===== config.mk =====
export PLATFORM = sky130hd
export DESIGN_NAME = arranque_rampa_param
export DESIGN_NICKNAME = d
export VERILOG_FILES = /design/src/rtl/arranque_pkg.sv /design/src/rtl/rampa_temporizador.sv /design/src/rtl/arranque_rampa_param.sv
export SDC_FILE = /design/constraint.sdc
export NUM_CORES = 1
export LEC_CHECK = 0
export BUFFER_PORTS_ARGS = -buffer_cell sky130_fd_sc_hd__buf_2
export CORE_ASPECT_RATIO = 1.2
export CORE_MARGIN = 1.5
export CORE_UTILIZATION = 30
export DETAILED_ROUTE_END_ITERATION = 10
export GPL_TIMING_DRIVEN = 0
export PLACE_DENSITY = 0.49
export SYNTH_ARGS = -nofsm -noshare
export SYNTH_HDL_FRONTEND = slang
export SYNTH_SLANG_ARGS = --single-unit

===== constraint.sdc =====
create_clock -name clk -period 2.1 [get_ports clk]
set_clock_uncertainty 0.1 [all_clocks]
set_input_delay 0.315 -clock clk [delete_from_list [all_inputs] [get_ports clk]]
set_output_delay 0.315 -clock clk [all_outputs]
set_load 0.02 [all_outputs]

===== src/rtl/arranque_pkg.sv =====
// Shared types and helpers for the soft-start ramp controller.
package arranque_pkg;

   typedef enum logic [1:0] {
      IDLE  = 2'd0,
      SUBIR = 2'd1,
      PLENA = 2'd2,
      BAJAR = 2'd3
   } estado_t;

   // Duty for level k out of n_steps: floor(k * (2^duty_w - 1) / n_steps).
   // The 64-bit intermediate keeps the product exact for any practical width.
   function automatic logic [63:0] duty_nivel(input int unsigned k,
                                              input int unsigned n_steps,
                                              input int unsigned duty_w);
      logic [63:0] lleno;
      lleno = (64'd1 << duty_w) - 64'd1;
      return (64'(k) * lleno) / 64'(n_steps);
   endfunction

endpackage


===== src/rtl/rampa_temporizador.sv =====
// Dwell down-counter: load, count down to zero, report terminal count.
module rampa_temporizador #(
   parameter int DWELL_W = 16
) (
   input  logic               clk,
   input  logic               reset,
   input  logic               clr,
   input  logic               load,
   input  logic [DWELL_W-1:0] load_val,
   output logic               zero
);

   logic [DWELL_W-1:0] cnt;

   // Counter register; clear beats load, load beats decrement, holds at zero.
   always_ff @(posedge clk) begin
      if (reset)
         cnt <= '0;
      else if (clr)
         cnt <= '0;
      else if (load)
         cnt <= load_val;
      else if (cnt != '0)
         cnt <= cnt - DWELL_W'(1);
   end

   assign zero = (cnt == '0);

endmodule


===== src/rtl/arranque_rampa_param.sv =====
// Stepped soft-start ramp controller.
//
//   state | meaning
//   ------+-----------------------------------------------------------
//   IDLE  | level 0, waiting for a run request
//   SUBIR | ramping up one level per dwell period
//   PLENA | at full level N_STEPS, holding while requested
//   BAJAR | ramping down one level per slow dwell period
module arranque_rampa_param
   import arranque_pkg::*;
#(
   parameter int N_STEPS    = 3,
   parameter int DUTY_W     = 8,
   parameter int DWELL_W    = 16,
   parameter int DWELL_FAST = 100,
   parameter int DWELL_SLOW = 1000,
   localparam int KW        = $clog2(N_STEPS + 1)
) (
   input  logic              clk,
   input  logic              reset,
   input  logic              Rapido,
   input  logic              Lento,
   input  logic              paro,
   output logic [KW-1:0]     nivel,
   output logic [DUTY_W-1:0] duty,
   output logic              en_rampa,
   output logic              a_plena
);

   localparam logic [DWELL_W-1:0] RECARGA_RAPIDA = DWELL_W'(DWELL_FAST - 1);
   localparam logic [DWELL_W-1:0] RECARGA_LENTA  = DWELL_W'(DWELL_SLOW - 1);
   localparam logic [KW-1:0]      K_MAX          = KW'(N_STEPS);

   estado_t            estado, est_nxt;
   logic [KW-1:0]      k_nxt;
   logic               req;
   logic               tmr_clr, tmr_load, tmr_zero;
   logic [DWELL_W-1:0] tmr_val, recarga_subir;

   assign req           = Rapido | Lento;
   assign recarga_subir = Rapido ? RECARGA_RAPIDA : RECARGA_LENTA;

   rampa_temporizador #(
      .DWELL_W (DWELL_W)
   ) u_temporizador (
      .clk      (clk),
      .reset    (reset),
      .clr      (tmr_clr),
      .load     (tmr_load),
      .load_val (tmr_val),
      .zero     (tmr_zero)
   );

   // Next state, next level and dwell timer commands; paro overrides everything.
   always_comb begin
      est_nxt  = estado;
      k_nxt    = nivel;
      tmr_clr  = 1'b0;
      tmr_load = 1'b0;
      tmr_val  = recarga_subir;
      if (paro) begin
         est_nxt = IDLE;
         k_nxt   = '0;
         tmr_clr = 1'b1;
      end else begin
         case (estado)
            IDLE: begin
               if (req) begin
                  k_nxt    = KW'(1);
                  est_nxt  = (N_STEPS == 1) ? PLENA : SUBIR;
                  tmr_load = 1'b1;
               end else begin
                  tmr_clr  = 1'b1;
               end
            end
            SUBIR: begin
               if (!req) begin
                  est_nxt  = BAJAR;
                  tmr_load = 1'b1;
                  tmr_val  = RECARGA_LENTA;
               end else if (tmr_zero) begin
                  k_nxt    = nivel + KW'(1);
                  tmr_load = 1'b1;
                  if (nivel + KW'(1) == K_MAX)
                     est_nxt = PLENA;
               end
            end
            PLENA: begin
               if (!req) begin
                  est_nxt  = BAJAR;
                  tmr_load = 1'b1;
                  tmr_val  = RECARGA_LENTA;
               end
            end
            BAJAR: begin
               if (req) begin
                  // Resume climbing from the current level; if the descent has
                  // not left full level yet there is nothing to climb.
                  est_nxt  = (nivel == K_MAX) ? PLENA : SUBIR;
                  tmr_load = 1'b1;
               end else if (tmr_zero) begin
                  k_nxt = nivel - KW'(1);
                  if (nivel == KW'(1)) begin
                     est_nxt = IDLE;
                     tmr_clr = 1'b1;
                  end else begin
                     tmr_load = 1'b1;
                     tmr_val  = RECARGA_LENTA;
                  end
               end
            end
            default: begin
               est_nxt = IDLE;
               k_nxt   = '0;
               tmr_clr = 1'b1;
            end
         endcase
      end
   end

   // State, level and all outputs registered together so they always agree.
   always_ff @(posedge clk) begin
      if (reset) begin
         estado   <= IDLE;
         nivel    <= '0;
         duty     <= '0;
         en_rampa <= 1'b0;
         a_plena  <= 1'b0;
      end else begin
         estado   <= est_nxt;
         nivel    <= k_nxt;
         duty     <= DUTY_W'(duty_nivel(32'(k_nxt), N_STEPS, DUTY_W));
         en_rampa <= (est_nxt == SUBIR) || (est_nxt == BAJAR);
         a_plena  <= (est_nxt == PLENA);
      end
   end

endmodule


**Yosys cells after proc, flatten, opt, wreduce, memory -nomap -nowiden**

Index checks and enable logic that the tools add are counted.
W data, S select, Z words.

- Flip-flop bits (word level): 30
- Bits in latches: 0
- Bits in writable memories: 0
- ROM bits: 0
- Output and inout bits: 12
- Word-level logic and storage cells: 69
- Memories kept: 0

- $add $sub $neg: 3
- $mul: 1
- Div/mod/pow operators: 1
- $lt $le $gt $ge: 0
- Eq/ne operators: 9
- Shifts and indexed selects: 0
- Multiplexer cells: 41
- Bitwise operators: 1
- Reduce and logical (&&, ||, !) cells: 7

Operators by type and width:

| operator | count |
|---|---|
| $div A10 B2 Y64 const B | 1 |
| $mux W10 | 6 |
| $mux W16 | 2 |
| $mux W2 | 16 |
| $pmux W10 S2 | 1 |
| $logic_not A16 Y1 | 1 |
| $reduce_bool A16 Y1 | 1 |
| $sub A16 B1 Y16 const B | 1 |
| $eq A2 B2 Y1 const B | 6 |
| $mux W1 | 12 |
| $mul A2 B8 Y10 const B | 1 |
| $pmux W2 S4 | 1 |
| $eq A2 B1 Y1 const B | 3 |
| $pmux W2 S3 | 1 |
| $pmux W1 S4 | 1 |
| $reduce_or A2 Y1 | 2 |
| $add A2 B1 Y2 const B | 1 |
| $logic_not A2 Y1 | 1 |
| $pmux W1 S2 | 1 |
| $reduce_bool A2 Y1 | 1 |
| $sub A2 B1 Y2 const B | 1 |
| $logic_or A1 B1 Y1 | 1 |
| $or A1 B1 Y1 | 1 |

**Logic depth before layout (Yosys ltp)**

Gate-level depths: netlist of run 1.

- Word-level depth: 9
- Gate-level depth with buffers: 8
- Gate-level depth less buffers: 7

**Hierarchy**

Synthesis of run 1 repeated with hierarchy kept, for this count alone.

- Cell total of the unflattened synthesis: 197
- Area total of the unflattened synthesis: 1579.0 µm²

By module, submodules not included:

| module | instances | cells each | area each (µm²) | seq. area each (µm²) |
|---|---|---|---|---|
| rampa_temporizador | 1 | 113 | 922.1 | 320.3 |
| arranque_rampa_param | 1 | 84 | 656.9 | 100.1 |

**Least setup slack after synthesis of run 1**

Ideal clock, no wire load.

- Path kind: register to register
- Start point: reg estado[0]
- End point: reg u_temporizador.cnt[8]
- Setup time: 115 ps
- Data arrival time: 2133 ps
- Data required time: 1885 ps
- Path slack: -247 ps
- Stages on the path, launching flop included: 8
- Buffers on the path: 0
- Cell sequence: dfxtp_1 > inv_1 > ha_1 > or2_2 > a211o_1 > a22oi_1 > nor3_1 > o21a_1

- Longest elaborated chain between the ends: 5
- Elaborated cells on any way between the ends: 14

Ends and longest elaborated chain:

| what | line | source |
|---|---|---|
| start, declared | arranque_rampa_param.sv:34 | `estado_t estado, est_nxt;` |
| start signal, assigned | arranque_rampa_param.sv:130 | `estado <= est_nxt;` |
| $eq A2 B2 Y1 / $eq A2 B1 Y1 (equally long branches) | arranque_rampa_param.sv:66 | `case (estado)` |
| $reduce_or A2 Y1 (no line) | - |  |
| $pmux W10 S2 | arranque_rampa_param.sv:66 |  |
| $mux W10 | arranque_rampa_param.sv:61 | `if (paro) begin` |
| $mux W16 | rampa_temporizador.sv:21 | `else if (load)` |
| end signal, assigned | rampa_temporizador.sv:22 | `cnt <= load_val;` |
| end signal, assigned | rampa_temporizador.sv:24 | `cnt <= cnt - DWELL_W'(1);` |
| end, declared | rampa_temporizador.sv:13 | `logic [DWELL_W-1:0] cnt;` |

Several ways; a longest one is shown, not always the timed one.
A chain may end at the register's enable or synchronous reset.

**Final worst setup path of run 1**

- Start point: reg estado[1]
- End point: reg a_plena

- Longest elaborated chain between the ends: 6
- Elaborated cells on any way between the ends: 15

Ends and longest elaborated chain:

| what | line | source |
|---|---|---|
| $mux W2 (on tied branches) | arranque_rampa_param.sv:103, arranque_rampa_param.sv:84 |  |
| $mux W2 (on tied branches) | arranque_rampa_param.sv:101, arranque_rampa_param.sv:81 |  |
| $mux W2 (on tied branches) | arranque_rampa_param.sv:96, arranque_rampa_param.sv:77 |  |
| $pmux W2 S4 * | arranque_rampa_param.sv:66 |  |
| $mux W2 * | arranque_rampa_param.sv:61 |  |
| $eq A2 B2 Y1 * | arranque_rampa_param.sv:134 | `a_plena <= (est_nxt == PLENA);` |
| end signal, assigned | arranque_rampa_param.sv:134 |  |
| end, declared | arranque_rampa_param.sv:27 | `output logic a_plena` |

Every way passes the cells marked *; elsewhere a longest branch is shown, timed or not.

==> results of run 1 <==
through the flow:
stage / hold WS, ns / setup slack (ns) / TNS [ns]
floorplan: 0.393 / 0.0296 / 0
global placement: 0.426 / -0.234 / -3.53
detailed placement: 0.434 / -0.247 / -3.79
CTS: 0.285 / -0.00712 / -0.0177
global route: 0.302 / -0.0728 / -0.159
finish: 0.291 / 0.0331 / 0
registers in the layout, indices dropped and copies added, names as in the netlist:
| name | flops |
|---|---|
| estado | 2 |
| a_plena | 1 |
| u_temporizador.cnt | 16 |
| nivel | 1 |
| duty | 1 |
layer usage:
metal	wire [um]	up-vias	global-route usage [%]
li1	-	686	-
met1	1500	657	15.7
met2	1990	33	27.5
met3	142	4	2.12
met4	57	0	4.49
met5	0	-	0
worst register-to-register path: cells and delay by family, from the launching register on:
kind                     cells  cell delay (ns)
adder cells (fa/ha/maj)      1             0.19
buffers and inverters        1             0.08
flip-flops                   1             0.38
AND/OR/NAND/NOR              3             0.50
AO/OA/AOI/OAI                2             0.73
logic make-up after synthesis:
logic type | synth area share, %
compound gates | 23.5
xor+xnor | 7.79
fa+ha+maj | 7.71
buf+inv | 8.56
flops | 28.8
mux | 0.685
simple gates | 22.9
power groups by stage:
stage / Combinational [W] / Sequential (W) / Clock, W
2_1_floorplan: 0.000606 / 0.000492 / 0
3_3_place_gp: 0.000734 / 0.000495 / 0
3_5_place_dp: 0.000753 / 0.000497 / 0
4_1_cts: 0.000837 / 0.000496 / 0.000285
5_1_grt: 0.000985 / 0.000508 / 0.000296
6_report: 0.000891 / 0.000501 / 0.000278
cell usage in the layout (no fill, tap or decap), drive strengths merged, types with 4 or more instances in the layout:
master / count
buf: 34
dfxtp: 21
nor2: 20
a21oi: 14
inv: 10
nand2: 9
ha: 9
xor2: 7
xnor2: 6
nand3: 6
clkbuf: 6
o21a: 5
o21ai: 4
nor4: 4
what timing repair did:
action	CTS	global route
buffers inserted	4	5
resized for setup	14	15
pin swaps	4	10
cloned	0	0
endpoints found under the setup margin	19	19
Yosys cell counts, types with 2 or more instances:
| cell | n | area (um2) |
|---|---|---|
| a211oi_1 | 2 | 15.0 |
| a21oi_1 | 13 | 65.1 |
| a31oi_1 | 2 | 12.5 |
| and2_2 | 2 | 15.0 |
| buf_4 | 8 | 60.1 |
| clkbuf_1 | 3 | 11.3 |
| dfxtp_1 | 21 | 420 |
| ha_1 | 9 | 113 |
| inv_1 | 10 | 37.5 |
| nand2_1 | 9 | 33.8 |
| nand3_1 | 6 | 30.0 |
| nand4_1 | 2 | 12.5 |
| nand4b_1 | 3 | 26.3 |
| nor2_1 | 20 | 75.1 |
| nor3_1 | 3 | 15.0 |
| nor4_2 | 2 | 25.0 |
| o211ai_1 | 3 | 22.5 |
| o21a_1 | 5 | 37.5 |
| o21ai_0 | 4 | 20.0 |
| o22ai_1 | 3 | 18.8 |
| o41a_1 | 2 | 22.5 |
| or2_2 | 3 | 18.8 |
| xnor2_1 | 6 | 52.6 |
| xor2_1 | 7 | 61.3 |
cell type report:
class                   instances  area (um2)  share of cell area [%]
well taps                      58        72.6                    3.90
inverters                      10        40.0                    2.15
plain buffers                  12        90.1                    4.84
flip-flops and latches         21         434                    23.3
multi-input cells             130        1030                    55.1
clock inverters                 1        5.00                   0.269
clock buffers                   3        41.3                    2.22
repair buffers                 25         151                    8.14
final timing paths:
path	from	end
worst min-delay path	reset	estado[0]
worst max-delay path	estado[1]	a_plena
worst min register to register	u_temporizador.cnt[6]	u_temporizador.cnt[6]
worst max register to register	estado[1]	a_plena
==> key figures, run 1 <==
Logic synthesis
  – Post-synth ARST share: 0%
  – Mapped Cells: 174
  – Synth Cell Area: 1460 um2
  – Net Count, Synth: 188
  – Sequential-to-total area share from yosys stat: 28.8%
  – Netlist cell types: 50
  – Synth Warn #: 0
  – Top FF cell, synth: dfxtp_1
  – Syn avg cell area: 8.40 um2
  – Number of enable flip-flop cells after synthesis: 0
  – Seq cells post-synth: 21

Die
  – Die width: 66.7 um
  – Core Box Area: 4630 um2
  – Die Area: 5300 um2
  – Initial core utilization: 31.6%
  – Row count: 27
  – I/O Pins: 17
  – Die height: 79.5 um

Setup path
  – R2R Setup Slk: 0.03 ns
  – Crit path depth: 7
  – Worst R2R Path Depth: 7
  – Critical path class: reg2reg
  – Crit-path max FO: 7
  – CP Launch Type: register
  – CP required: 2.18 ns
  – CP max-delay cell: o41a_1
  – Crit-path leading delay family: compound AO/OA/AOI/OAI gates
  – CP bufs+invs: 1
  – Cell Chain, Critical Path: inv_1 > ha_4 > or2_2 > nand2_1 > nand3_1 > o41a_1 > a2111oi_4
  – Crit path DAT: 2.14 ns
  – Setup crit end kind: register
  – Max incr delay on CP: 0.45 ns

CTS
  – CTS H-tree depth: 1
  – Clock Pin Slew Worst Setup and Hold Paths: 0.09 ns
  – Max clock buf depth: 2
  – Clk_lat worst skew: 0.27 ns
  – CTS tree: yes
  – CTS buffer count: 3
  – Post-cts hold buffer count: 0
  – CTS sink count: 21
  – CTS root buffer: clkbuf_8

Power
  – VDD IR max: 519 uV
  – Final Power: 0.00167 W
  – Sw frac: 39.9%
  – Lkg Pwr: 0.752 nW
  – Internal Power: 0.00100 W
  – Power share of the combinational group: 53.3%
  – Part of the power in registers: 30.0%
  – Cell Pwr Density: 898 nW/um2
  – Net switching power: 0.000666 W
  – Clock share of power: 16.7%

Finish
  – Syn-to-layout area delta: 27.3%
  – Utilization after layout: 40.2%
  – Layout cells sized above 1: 35.1%
  – N_diodes: 0
  – Post-Layout Cell Count: 260
  – Post-route cell area: 1860 um2
  – Filler Cell Count: 465
  – Fin nets: 217

Detailed routing
  – Routed vias: 1380
  – Remaining DRCs: 0
  – Antenna Nets Post-Route: 0
  – Vias per cell: 5.31
  – WL/cell: 14.2 um
  – Drt initial violations: 167
  – Final wirelength: 3690 um
  – Pre-antenna DRT Iters: 4

GRT
  – Initial antenna violation count: 0
  – GR Overflow Total: 0
  – Tot GR Track Use: 14.3%
  – Vias in the first global route: 1347
  – First-pass GRT wire length: 5960 um
  – Pin count of the biggest net entering global routing: 13

STA
  – RSZ-0062 raised after global routing: yes
  – Slew @ Worst Pin: 0.597 ns
  – Setup-failing EPs final: 0
  – Min Clock Period, post-route: 2.07 ns
  – Crit share post-route: 98.4%
  – F_max: 0.484 GHz
  – Slew Limit Fails: 0
  – Hold Vio Cnt, Final: 0
  – Relative slew slack: 60.0%

Job
  – Max_cap viols: 0

Placed design
  – GP Congestion: 0.850
  – Placed insts: 248
  – Final HPWL DP: 2630 um
  – Port Buffers: 16
  – Placed cell area: 1630 um2

Run status
  – Status: completed

Min path
  – Hold path depth: 3
  – Worst min path class: in2reg
Note: power is estimated with default switching activity, not from simulation.
==> run 2, diff against run 1 <==
--- a/config.mk
+++ b/config.mk
@@ -5,6 +5,7 @@
 export SDC_FILE = /design/constraint.sdc
 export NUM_CORES = 1
 export LEC_CHECK = 0
+export ABC_AREA = 1
 export BUFFER_PORTS_ARGS = -buffer_cell sky130_fd_sc_hd__buf_2
 export CORE_ASPECT_RATIO = 1.2
 export CORE_MARGIN = 1.5
==> key figures, run 2 <==
Finish
  – Commonest cells after routing, fill and taps aside: 40 x nand2_1, 34 x nor2_1, 30 x inv_1
  – Utilization after layout: 35.6%
  – Max FFs per register: 16
  – Top Registers: u_temporizador.cnt x16, estado x2
  – Post-route cell area: 1760 um2
  – Commonest non-fill, non-tap cell in the layout: nand2_1
  – Fin nets: 257
  – Reg with most FFs: u_temporizador.cnt
  – N_diodes: 0
  – Filler Cell Count: 559
  – Layout cells sized above 1: 24.0%
  – Syn-to-layout area delta: 13.3%

STA
  – Min Clock Period, post-route: 1.85 ns
  – WHS: 0.109 ns
  – Hold Vio Cnt, Final: 0
  – Relative slew slack: 73.1%
  – Slew @ Worst Pin: 0.402 ns
  – Setup-failing EPs final: 0
  – F_max: 0.541 GHz
  – RSZ-0062 raised after global routing: no
  – TNS Setup: 0 ns
  – Crit share post-route: 88.0%
  – Slew Limit Fails: 0

GRT
  – GR Overflow Total: 0
  – Tot GR Track Use: 12.6%
  – Initial antenna violation count: 0
  – First-pass GRT wire length: 5440 um
  – Vias in the first global route: 1239
  – Pin count of the biggest net entering global routing: 13

Setup path
  – Crit Reg-Reg Startpoint: u_temporizador.cnt[0]
  – Critical path class: reg2reg
  – CP max-delay cell: dfxtp_1
  – R2R Setup Slk: 0.25 ns
  – Max incr delay on CP: 0.31 ns
  – Crit-path max FO: 10
  – Cell Chain, Critical Path: inv_1 > ha_1 > nand2_1 > nor2_4 > nand3_2 > nand2_1 > inv_2 > nand2_2 > nand2_2 > buf_6 > nand2_1 > nand2_1 > nand2_1 > nor2_1
  – Crit path DAT: 1.90 ns
  – Worst R2R Path Depth: 14
  – Setup crit end kind: register
  – RR Endpoint: u_temporizador.cnt[2]
  – CP Launch Type: register
  – Crit path depth: 14
  – Crit-path leading delay family: simple AND/OR/NAND/NOR gates
  – Worst Setup SP: u_temporizador.cnt[0]
  – CP required: 2.15 ns
  – CP bufs+invs: 3
  – Most Frequent Cell on Critical Path: nand2_1

Logic synthesis
  – Yosys top cell by area: dfxtp_1
  – Most common cell in the synthesized netlist: nand2_1
  – Mapped Cells: 222
  – Top FF cell, synth: dfxtp_1
  – Synth cell count leaders: 41 x nand2_1, 34 x nor2_1, 30 x inv_1
  – Net Count, Synth: 236
  – Synth top area share: 27.1%
  – Post-synth ARST share: 0%
  – Sequential-to-total area share from yosys stat: 27.1%
  – Top cells by area, synth: dfxtp_1 27%, nand2_1 9.9%, nor2_1 8.2%
  – Synth Warn #: 0
  – Netlist cell types: 32
  – Seq cells post-synth: 21
  – Synth Cell Area: 1550 um2
  – Number of enable flip-flop cells after synthesis: 0
  – Syn avg cell area: 6.99 um2

CTS
  – CTS tree: yes
  – Max clock buf depth: 2
  – Post-cts hold buffer count: 0
  – Clk_lat worst skew: 0.26 ns
  – CTS buffer count: 3
  – CTS H-tree depth: 1
  – Clock Pin Slew Worst Setup and Hold Paths: 0.08 ns
  – CTS root buffer: clkbuf_8
  – CTS sink count: 21

Detailed routing
  – Vias per cell: 4.52
  – Remaining DRCs: 0
  – Uppermost layer routed: met4
  – Drt initial violations: 50
  – Final wirelength: 3180 um
  – Antenna Nets Post-Route: 0
  – Pre-antenna DRT Iters: 4
  – Routed vias: 1364
  – DRT met1 WL: 1500 um
  – Detail Route met2 WL: 1560 um
  – WL/cell: 10.5 um
  – Met3 wire length: 84 um

Die
  – Die width: 68.7 um
  – Initial core utilization: 31.4%
  – Core Box Area: 4940 um2
  – I/O Pins: 17
  – Die height: 81.8 um
  – Die Area: 5610 um2
  – Row count: 28

Power
  – Part of the power in registers: 29.4%
  – Cell Pwr Density: 983 nW/um2
  – Lkg Pwr: 0.889 nW
  – Clock share of power: 15.8%
  – Power share of the combinational group: 54.8%
  – Net switching power: 0.000768 W
  – VDD IR max: 527 uV
  – Final Power: 0.00173 W
  – Internal Power: 0.000959 W
  – Sw frac: 44.5%

Min path
  – Hold EP: estado[0]
  – Hold path depth: 2
  – Worst min path class: in2reg
  – Worst Min Path Start: reset

Placed design
  – GP Congestion: 0.732
  – Port Buffers: 16
  – Final HPWL DP: 2520 um
  – Placed cell area: 1710 um2

Run status
  – Status: completed

Job
  – Max_cap viols: 0
## run 2: changes by cell type after synthesis, moves of 5 or more
cell,delta
nor2_4,+7
o21a_1,-5
nand2_2,+5
a21oi_1,-7
nor2_1,+14
nand2_1,+32
nand3_1,+7
inv_1,+20
## run 2: repair_timing
item,4_1_cts,5_1_grt
resized for setup,0,3
hold endpoints to repair,0,0
setup endpoints to repair,0,9
buffers inserted,0,0
## run 2: cells by family after synthesis
family	synth area share, %
flip-flops	27.1
AND/OR/NAND/NOR	38.5
buffers and inverters	13.3
XOR/XNOR	6.77
adder cells (fa/ha/maj)	7.26
AO/OA/AOI/OAI	7.02
## run 2: worst max path at each step
stage,end
floorplan,u_temporizador.cnt[8]
global placement,u_temporizador.cnt[14]
detailed placement,u_temporizador.cnt[5]
CTS,u_temporizador.cnt[2]
global route,u_temporizador.cnt[7]
finish,u_temporizador.cnt[2]
## run 2: power by group through the flow
stage	logic [W]	registers, W	clock network, W
2_1_floorplan	0.000793	0.000510	0
3_3_place_gp	0.000947	0.000516	0
3_5_place_dp	0.000952	0.000516	0
4_1_cts	0.000958	0.000507	0.000278
5_1_grt	0.00107	0.000515	0.000304
6_report	0.000946	0.000508	0.000273
## run 2: per-layer routing
metal	vias up	global-route usage, %
met1	613	15.8
met5	-	0
met2	19	22.5
met3	4	1.64
li1	728	-
met4	0	3.00
## run 2: area by class of cell
class,count,area [um2],area share (%)
tap,60,75.1,4.27
clock inverter,1,5.00,0.285
clock buffer,3,41.3,2.35
timing repair buffer,16,80.1,4.56
multi-input combinational,158,927,52.7
sequential,21,423,24.1
buffer,10,82.6,4.70
inverter,33,124,7.05
## run 2: metrics by stage
stage,setup WS [ns],std cells
detailed placement,0.130,298
global route,0.0252,302
floorplan,0.266,222
CTS,0.118,302
finish,0.252,302
global placement,0.114,298
